===== src/rtl/ldpc_decode_scheduler_if.sv =====
// Control bundle between frame-level control / datapath (master) and the LDPC decode
// scheduler (slave).
interface ldpc_decode_scheduler_if #(
  parameter int LOG2M  = 3,
  parameter int ITER_W = 5
);
  logic              start;
  logic [ITER_W-1:0] max_iter;
  logic              abort;
  logic              syn_valid;
  logic              syn_ok;
  logic              init_en;
  logic              chk_en;
  logic [LOG2M-1:0]  chk_row;
  logic              var_en;
  logic              syn_req;
  logic              busy;
  logic [ITER_W-1:0] iter_count;
  logic              done;
  logic              success;
  logic [2:0]        state;

  modport master (
    output start, max_iter, abort, syn_valid, syn_ok,
    input  init_en, chk_en, chk_row, var_en, syn_req, busy, iter_count, done, success, state
  );

  modport slave (
    input  start, max_iter, abort, syn_valid, syn_ok,
    output init_en, chk_en, chk_row, var_en, syn_req, busy, iter_count, done, success, state
  );
endinterface


===== src/rtl/ldpc_decode_scheduler.sv =====
// Sequences one LDPC codeword decode: init, M check-row updates and a variable-node
// update per iteration, then waits on the syndrome to stop or iterate again.
module ldpc_decode_scheduler #(
  parameter int LOG2M  = 3,
  parameter int M      = 6,
  parameter int ITER_W = 5
) (
  input  logic                    clk,
  input  logic                    rst_n,
  ldpc_decode_scheduler_if.slave  bus
);

  typedef enum logic [2:0] {
    S_IDLE  = 3'd0,
    S_INIT  = 3'd1,
    S_CHECK = 3'd2,
    S_VAR   = 3'd3,
    S_SYND  = 3'd4,
    S_DONE  = 3'd5
  } state_t;

  localparam logic [LOG2M-1:0] ROW_LAST = LOG2M'(M - 1);

  state_t            state_q, state_d;
  logic [LOG2M-1:0]  chk_row_q, chk_row_d;
  logic [ITER_W-1:0] iter_q, iter_d;
  logic [ITER_W-1:0] limit_q, limit_d;
  logic              success_q, success_d;
  logic              accept;

  always_ff @(posedge clk) begin
    if (!rst_n) begin
      state_q   <= S_IDLE;
      chk_row_q <= '0;
      iter_q    <= '0;
      limit_q   <= '0;
      success_q <= 1'b0;
    end else begin
      state_q   <= state_d;
      chk_row_q <= chk_row_d;
      iter_q    <= iter_d;
      limit_q   <= limit_d;
      success_q <= success_d;
    end
  end

  // Abort takes priority over every other exit from the active states.
  always_comb begin
    state_d = state_q;
    case (state_q)
      S_IDLE:  if (bus.start) state_d = S_INIT;
      S_INIT:  state_d = bus.abort ? S_DONE : S_CHECK;
      S_CHECK: begin
        if (bus.abort)                  state_d = S_DONE;
        else if (chk_row_q == ROW_LAST) state_d = S_VAR;
      end
      S_VAR:   state_d = bus.abort ? S_DONE : S_SYND;
      S_SYND: begin
        if (bus.abort) begin
          state_d = S_DONE;
        end else if (bus.syn_valid) begin
          if (bus.syn_ok || (iter_q == limit_q)) state_d = S_DONE;
          else                                  state_d = S_CHECK;
        end
      end
      S_DONE:  state_d = S_IDLE;
      default: state_d = S_IDLE;
    endcase
  end

  always_comb begin
    accept    = (state_q == S_IDLE) && bus.start;
    chk_row_d = ((state_q == S_CHECK) && (state_d == S_CHECK)) ? chk_row_q + LOG2M'(1) : '0;
    iter_d    = iter_q;
    limit_d   = limit_q;
    success_d = success_q;
    if (accept) begin
      iter_d    = '0;
      limit_d   = (bus.max_iter == '0) ? ITER_W'(1) : bus.max_iter;
      success_d = 1'b0;
    end else begin
      if ((state_q == S_VAR) && (state_d == S_SYND)) iter_d = iter_q + ITER_W'(1);
      if ((state_q == S_SYND) && !bus.abort && bus.syn_valid && bus.syn_ok) success_d = 1'b1;
    end
  end

  logic init_en, chk_en, var_en, syn_req, busy, done;

  always_comb begin
    init_en = (state_q == S_INIT);
    chk_en  = (state_q == S_CHECK);
    var_en  = (state_q == S_VAR);
    syn_req = (state_q == S_SYND);
    busy    = (state_q != S_IDLE);
    done    = (state_q == S_DONE);
  end

  assign bus.init_en    = init_en;
  assign bus.chk_en     = chk_en;
  assign bus.chk_row    = chk_row_q;
  assign bus.var_en     = var_en;
  assign bus.syn_req    = syn_req;
  assign bus.busy       = busy;
  assign bus.iter_count = iter_q;
  assign bus.done       = done;
  assign bus.success    = success_q;
  assign bus.state      = state_q;

endmodule


===== src/flat_wrapper.sv =====
// flat-port wrapper written by rule: the top's interface ports become plain ports
module ldpc_decode_scheduler_flat 
#(
  parameter int LOG2M  = 3,
  parameter int M      = 6,
  parameter int ITER_W = 5
)
  (clk, rst_n, bus_start, bus_max_iter, bus_abort, bus_syn_valid, bus_syn_ok, bus_init_en, bus_chk_en, bus_chk_row, bus_var_en, bus_syn_req, bus_busy, bus_iter_count, bus_done, bus_success, bus_state);
  ldpc_decode_scheduler_if #(.LOG2M(LOG2M), .ITER_W(ITER_W)) bus_i ();
  input  logic clk;
  input  logic rst_n;
  input wire logic [$bits(bus_i.start)-1:0] bus_start;
  input wire logic [$bits(bus_i.max_iter)-1:0] bus_max_iter;
  input wire logic [$bits(bus_i.abort)-1:0] bus_abort;
  input wire logic [$bits(bus_i.syn_valid)-1:0] bus_syn_valid;
  input wire logic [$bits(bus_i.syn_ok)-1:0] bus_syn_ok;
  output wire logic [$bits(bus_i.init_en)-1:0] bus_init_en;
  output wire logic [$bits(bus_i.chk_en)-1:0] bus_chk_en;
  output wire logic [$bits(bus_i.chk_row)-1:0] bus_chk_row;
  output wire logic [$bits(bus_i.var_en)-1:0] bus_var_en;
  output wire logic [$bits(bus_i.syn_req)-1:0] bus_syn_req;
  output wire logic [$bits(bus_i.busy)-1:0] bus_busy;
  output wire logic [$bits(bus_i.iter_count)-1:0] bus_iter_count;
  output wire logic [$bits(bus_i.done)-1:0] bus_done;
  output wire logic [$bits(bus_i.success)-1:0] bus_success;
  output wire logic [$bits(bus_i.state)-1:0] bus_state;
  assign bus_i.start = bus_start;
  assign bus_i.max_iter = bus_max_iter;
  assign bus_i.abort = bus_abort;
  assign bus_i.syn_valid = bus_syn_valid;
  assign bus_i.syn_ok = bus_syn_ok;
  assign bus_init_en = bus_i.init_en;
  assign bus_chk_en = bus_i.chk_en;
  assign bus_chk_row = bus_i.chk_row;
  assign bus_var_en = bus_i.var_en;
  assign bus_syn_req = bus_i.syn_req;
  assign bus_busy = bus_i.busy;
  assign bus_iter_count = bus_i.iter_count;
  assign bus_done = bus_i.done;
  assign bus_success = bus_i.success;
  assign bus_state = bus_i.state;
  ldpc_decode_scheduler #(.LOG2M(LOG2M), .M(M), .ITER_W(ITER_W)) u_core (.clk(clk), .rst_n(rst_n), .bus(bus_i));
endmodule

===== config.mk =====
export PLATFORM = sky130hd
export DESIGN_NAME = ldpc_decode_scheduler_flat
export DESIGN_NICKNAME = d
export VERILOG_FILES = /design/src/rtl/ldpc_decode_scheduler_if.sv /design/src/rtl/ldpc_decode_scheduler.sv /design/src/flat_wrapper.sv
export SDC_FILE = /design/constraint.sdc
export NUM_CORES = 1
export LEC_CHECK = 0
export CAP_MARGIN = 20
export CORE_MARGIN = 10
export CORE_UTILIZATION = 45
export DETAILED_ROUTE_END_ITERATION = 6
export GPL_TIMING_DRIVEN = 0
export PLACE_DENSITY = 0.83
export SYNTH_ARGS = -nofsm -noshare
export SYNTH_HDL_FRONTEND = slang
export SYNTH_SLANG_ARGS = --single-unit

===== constraint.sdc =====
create_clock -name clk -period 1.71 [get_ports clk]
set_input_delay 0.171 -clock clk [delete_from_list [all_inputs] [get_ports clk]]
set_output_delay 0.171 -clock clk [all_outputs]
set_load 0.03 [all_outputs]

Yosys cells after proc, flatten, opt, wreduce, memory -nomap -nowiden
Index checks and enable logic that the tools add are counted.
{ "totals": {"register_bits": 17, "latchBits": 0, "ram_bits": 0, "romBits": 0, "input_bits": 11, "out_inout_bits": 18, "wordCells": 40, "n_memories": 0} }
{ "op_classes": {"add_sub_neg": 2, "multipliers": 0, "div_mod_pow": 0, "magnitude_cmp": 0, "eq_ne": 9, "n_shift": 0, "muxes": 10, "bitwise_logic": 1, "reduce_logical": 13} }
{ "op_table": {"columns": ["op", "count"], "rows": [
  ["$mux 3", 7],
  ["$pmux 3 s5", 1],
  ["$eq 3x3->1 const B", 4],
  ["$eq 3x2->1 const B", 3],
  ["$logic_and 1x1->1", 6],
  ["$add 5x1->5 const B", 1],
  ["$eq 5x5->1", 1],
  ["$logic_not 5->1", 1],
  ["$mux 5", 1],
  ["$add 3x1->3 const B", 1],
  ["$eq 3x1->1 const B", 1],
  ["$logic_not 3->1", 1],
  ["$reduce_bool 3->1", 1],
  ["$reduce_and 2->1", 1],
  ["$reduce_or 2->1", 1],
  ["$logic_not 1->1", 1],
  ["$logic_or 1x1->1", 1],
  ["$mux 1", 1],
  ["$not 1->1", 1]
]} }

Longest topological paths before layout
{ "logic_depth": {"word_depth": 9, "ltp_mapped": 6, "ltp_nobuf": 6} }

Worst setup path after synthesis
No wires, ideal clock.
{ "synth_timing": {"kind": "register to register", "from": "register u_core.state_q[1] (netlist: u_core.bus.state[1])", "to": "register u_core.chk_row_q[2] (netlist: u_core.bus.chk_row[2])", "setup_time_ns": 0.068, "t_arrival_ns": 2.005, "t_required_ns": 1.642, "setup_slack_ns": -0.363, "path_stages_with_launch": 5, "n_path_buf": 1, "period_less_slack_ns": 2.073, "path_cell_list": "dfxtp_1 buf_2 nor3b_1 nand3_1 nor2_1"} }
{ "synth_via": {"word_cells_on_any_way": 14, "classes_between": "5 x eq/ne; 6 x mux; 3 x reduce/logical"} }
{ "synth_lines": {"columns": ["item", "line_no", "text"], "rows": [
  ["from (decl)", "ldpc_decode_scheduler.sv:24", "state_t state_q, state_d;"],
  ["from (signal assigned)", "ldpc_decode_scheduler.sv:39", "state_q <= state_d;"],
  ["$eq 3x2->1 *", null, null],
  ["via bus_chk_en", "flat_wrapper.sv:18", "output wire logic [$bits(bus_i.chk_en)-1:0] bus_chk_en;"],
  ["$pmux 3 s5", "ldpc_decode_scheduler.sv:50", "case (state_q)"],
  ["$eq 3x2->1", "ldpc_decode_scheduler.sv:73", "chk_row_d = ((state_q == S_CHECK) && (state_d == S_CHECK)) ? chk_row_q + LOG2M'(1) : '0;"],
  ["$logic_and 1x1->1 *", "ldpc_decode_scheduler.sv:73", null],
  ["$reduce_and 2->1 (no source line) *", null, null],
  ["to (signal assigned)", "ldpc_decode_scheduler.sv:40", "chk_row_q <= chk_row_d;"],
  ["to (decl)", "ldpc_decode_scheduler.sv:25", "logic [LOG2M-1:0] chk_row_q, chk_row_d;"]
]} }
The timed path passes the listed nets; every way through them passes the cells marked *.
A chain may end at the register's enable or synchronous reset.

Final worst setup path
{ "layout_timing": {"from": "register u_core.iter_q[1] (netlist: u_core.bus.iter_count[1])", "to": "output bus_iter_count[1]"} }
{ "layout_lines": {"columns": ["item", "line_no", "text"], "rows": [
  ["from (decl)", "ldpc_decode_scheduler.sv:26", "logic [ITER_W-1:0] iter_q, iter_d;"],
  ["from (signal assigned)", "ldpc_decode_scheduler.sv:41", "iter_q <= iter_d;"],
  ["to (decl)", "flat_wrapper.sv:23", "output wire logic [$bits(bus_i.iter_count)-1:0] bus_iter_count;"]
]} }
No word-level cell between the ends.

==> metrics.md <==
| Metric | Value |
|---|---|
| Status | `completed` |
| Slowest Stage Delay on Critical Path | `0.72 ns` |
| Synth Warn # | `0` |
| Total congestion overflow | `0` |
| CP Data Required Time | `1.54 ns` |
| Overall Power | `1.22 mW` |
| H-Tree Level Count | `1` |
| Worst-path fanout max | `5` |
| Synth Area in XOR/XNOR | `0.0947` |
| WL final | `2400 microns` |
| CTS buffer count | `3` |
| Fin crit share | `0.958` |
| TritonCTS clock tree | `built` |
| Critical-path top delay cell | `clkdlybuf4s50_1` |
| Number of global-route vias before repair | `839` |
| Ys async rst share | `0` |
| Starting Density | `0.471` |
| Drt pass-1 iters | `4` |
| Slew HR | `0.774` |
| Max Slew Vio Count | `0` |
| Die height | `65.3 microns` |
| WS Path Type | `reg -> out` |
| Residual DRC | `0` |
| CP Cell Sequence | `clkdlybuf4s50_1` |
| IO Pins | `29` |
| Initial antenna violation count | `0` |
| Mux cell area share after synthesis | `0.0825` |
| Clock-pin slew on the worst setup and hold paths | `0.11 ns` |
| Register bit count reported by yosys | `17` |
| Synth Area in Simple Gates | `0.265` |
| Hold buffer count at CTS | `0` |
| Clk root buf | `clkbuf_4` |
| Port buffer count | `28` |
| Fillers | `190` |
| Post-DP HPWL | `1920 microns` |
| Layout Nets | `152` |
| Crit end category | `primary output` |
| Unrepaired setup endpoints after global routing | `no` |
| Share of cells above drive strength 1 | `0.197` |
| Syn_area_per_cell | `9.07 sq um` |
| Clock Skew | `0.0114 ns` |
| Most common cell after layout, fill and taps aside | `clkdlybuf4s50_1` |
| WHS | `0.473 ns` |
| Synth Cell Area | `925 sq um` |
| CP bufs+invs | `1` |
| Final ANT Viol Nets | `0` |
| Final Util | `0.662` |
| Post-layout min period | `1.64 ns` |
| Crit start category | `flip-flop` |
| EDFF count, synth | `0` |
| Register area share after synthesis | `0.368` |
| Final setup viols | `0` |
| CP arrival | `1.47 ns` |
| Slew @ Worst Pin | `0.338 ns` |
| First-iteration detailed-routing DRC count | `16` |
| Top_reg_cell synth | `dfxtp_1` |
| First-pass GRT wire length | `3880 microns` |
| Via count | `870` |
| Count of different cell masters after synthesis | `35` |
| Synth-to-layout area growth | `40.5%` |
| Later-pin clock latency in the skew report | `0.31 ns` |
| Synth Instances | `102` |
| Final-report hold violation count | `0` |
| M3 GR Usage | `0.0390` |
| Max-cap violations | `0` |
| Max VDD drop | `0.000551 V` |
| RD Place Congestion | `0.855` |
| All-Layer GR Usage | `0.114` |
| TritonCTS Sinks | `17` |
| Met1 GRT Util | `0.122` |
| Fmax | `610 MHz` |
| Die area | `4270 sq um` |
| Synth Area in Compound Gates | `0.106` |
| CP top delay family | `buffers and inverters` |
| Die X | `65.3 microns` |
| Antenna Cells | `0` |
| Largest net degree at the start of global routing | `11` |
| Post-synthesis adder-cell area fraction | `0.0406` |
| P_leak | `0.575 nW` |
| Busiest layer in global routing | `met2` |
| Core Box Area | `1960 sq um` |
| DR WL/cell | `14.7 microns` |
| Largest family of logic cells by synthesized area | `simple AND/OR/NAND/NOR gates` |
| Vias per inst | `5.30` |
| Rows | `16` |
| Post-Syn Nets | `116` |
| Met2 Track Usage GR | `0.190` |
| CTS Buffer Depth | `2` |
| Pwr dens | `940 nW/um^2` |
| Most frequent cells in the layout | `21 x clkdlybuf4s50_1, 15 x nor2_1, 15 x dfxtp_1` |
| Min-Delay Path Class | `reg -> reg` |
==> per-stage QoR <==
stage	instance area (sq um)	worst slack [ns]	setup TNS (ns)	instances
6_report	1300	0.0711	0	164
2_1_floorplan	945	-0.0474	-0.0908	102
3_3_place_gp	1260	-0.161	-0.691	157
4_1_cts	1290	0.00444	0	161
5_1_grt	1300	0.00303	0	164
3_5_place_dp	1260	-0.194	-0.835	157
==> flip-flops by register name (all words and copies together) (netlist names) <==
| signal | count |
|---|---|
| u_core.bus.iter_count | 5 |
| u_core.limit_q | 5 |
| u_core.bus.chk_row | 3 |
| u_core.bus.state | 3 |
| u_core.bus.success | 1 |
==> per-layer routing <==
layer,routed length (microns),vias up
met3,184,7
met1,1010,407
li1,-,424
met5,0,-
met4,63,0
met2,1150,32
==> synthesized netlist by cell type (2+ instances only) <==
master,n,area (sq um)
nor3b_1,3,22.5
nor2b_1,5,31.3
a21oi_1,4,20.0
nor3_1,3,15.0
mux2i_1,5,50.1
ha_1,3,37.5
buf_2,2,10.0
nand4_1,2,12.5
xor2_1,7,61.3
dfxtp_1,17,340
o21ai_0,4,20.0
xnor2_1,3,26.3
inv_1,4,15.0
nor2_1,15,56.3
nand2_1,5,18.8
==> power breakdown <==
| part | switching (mW) | total, mW | leakage (nW) | internal, mW |
|---|---|---|---|---|
| Clock | 0.139 | 0.227 | 0.0177 | 0.0876 |
| Combinational | 0.286 | 0.529 | 0.419 | 0.243 |
| Sequential | 0.0334 | 0.465 | 0.139 | 0.432 |
| Total | 0.458 | 1.22 | 0.575 | 0.763 |
==> logic make-up (layout without fill, tap and decap cells) <==
| family | after synthesis | in the layout |
|---|---|---|
| XOR/XNOR | 10 | 10 |
| adder cells (fa/ha/maj) | 3 | 3 |
| multiplexers | 7 | 7 |
| buffers and inverters | 8 | 43 |
| AND/OR/NAND/NOR | 42 | 42 |
| AO/OA/AOI/OAI | 15 | 15 |
| flip-flops | 17 | 17 |
==> cell type report <==
cell class,count,area [sq um],area share
repair buffers,31,282,0.217
plain buffers,4,33.8,0.0260
clock buffers,3,22.5,0.0173
inverters,4,15.0,0.0116
flip-flops and latches,17,343,0.264
well taps,27,33.8,0.0260
clock inverters,1,5.00,0.00385
multi-input cells,77,564,0.434
==> final timing paths <==
check                           cells past startpoint                      from  slack (ns)                       end
worst max register to register                      6     u_core.bus.chk_row[1]        0.16  u_core.bus.iter_count[2]
worst max-delay path                                1  u_core.bus.iter_count[1]        0.07         bus_iter_count[1]
worst min-delay path                                1     u_core.bus.chk_row[0]        0.47     u_core.bus.chk_row[0]
worst min register to register                      1     u_core.bus.chk_row[0]        0.47     u_core.bus.chk_row[0]
==> what timing repair did <==
action	4_1_cts	5_1_grt
setup endpoints to repair	6	8
gates resized for setup	22	16
buffers inserted	0	3
pin swaps	0	1
Note: power is estimated with default switching activity, not from simulation.
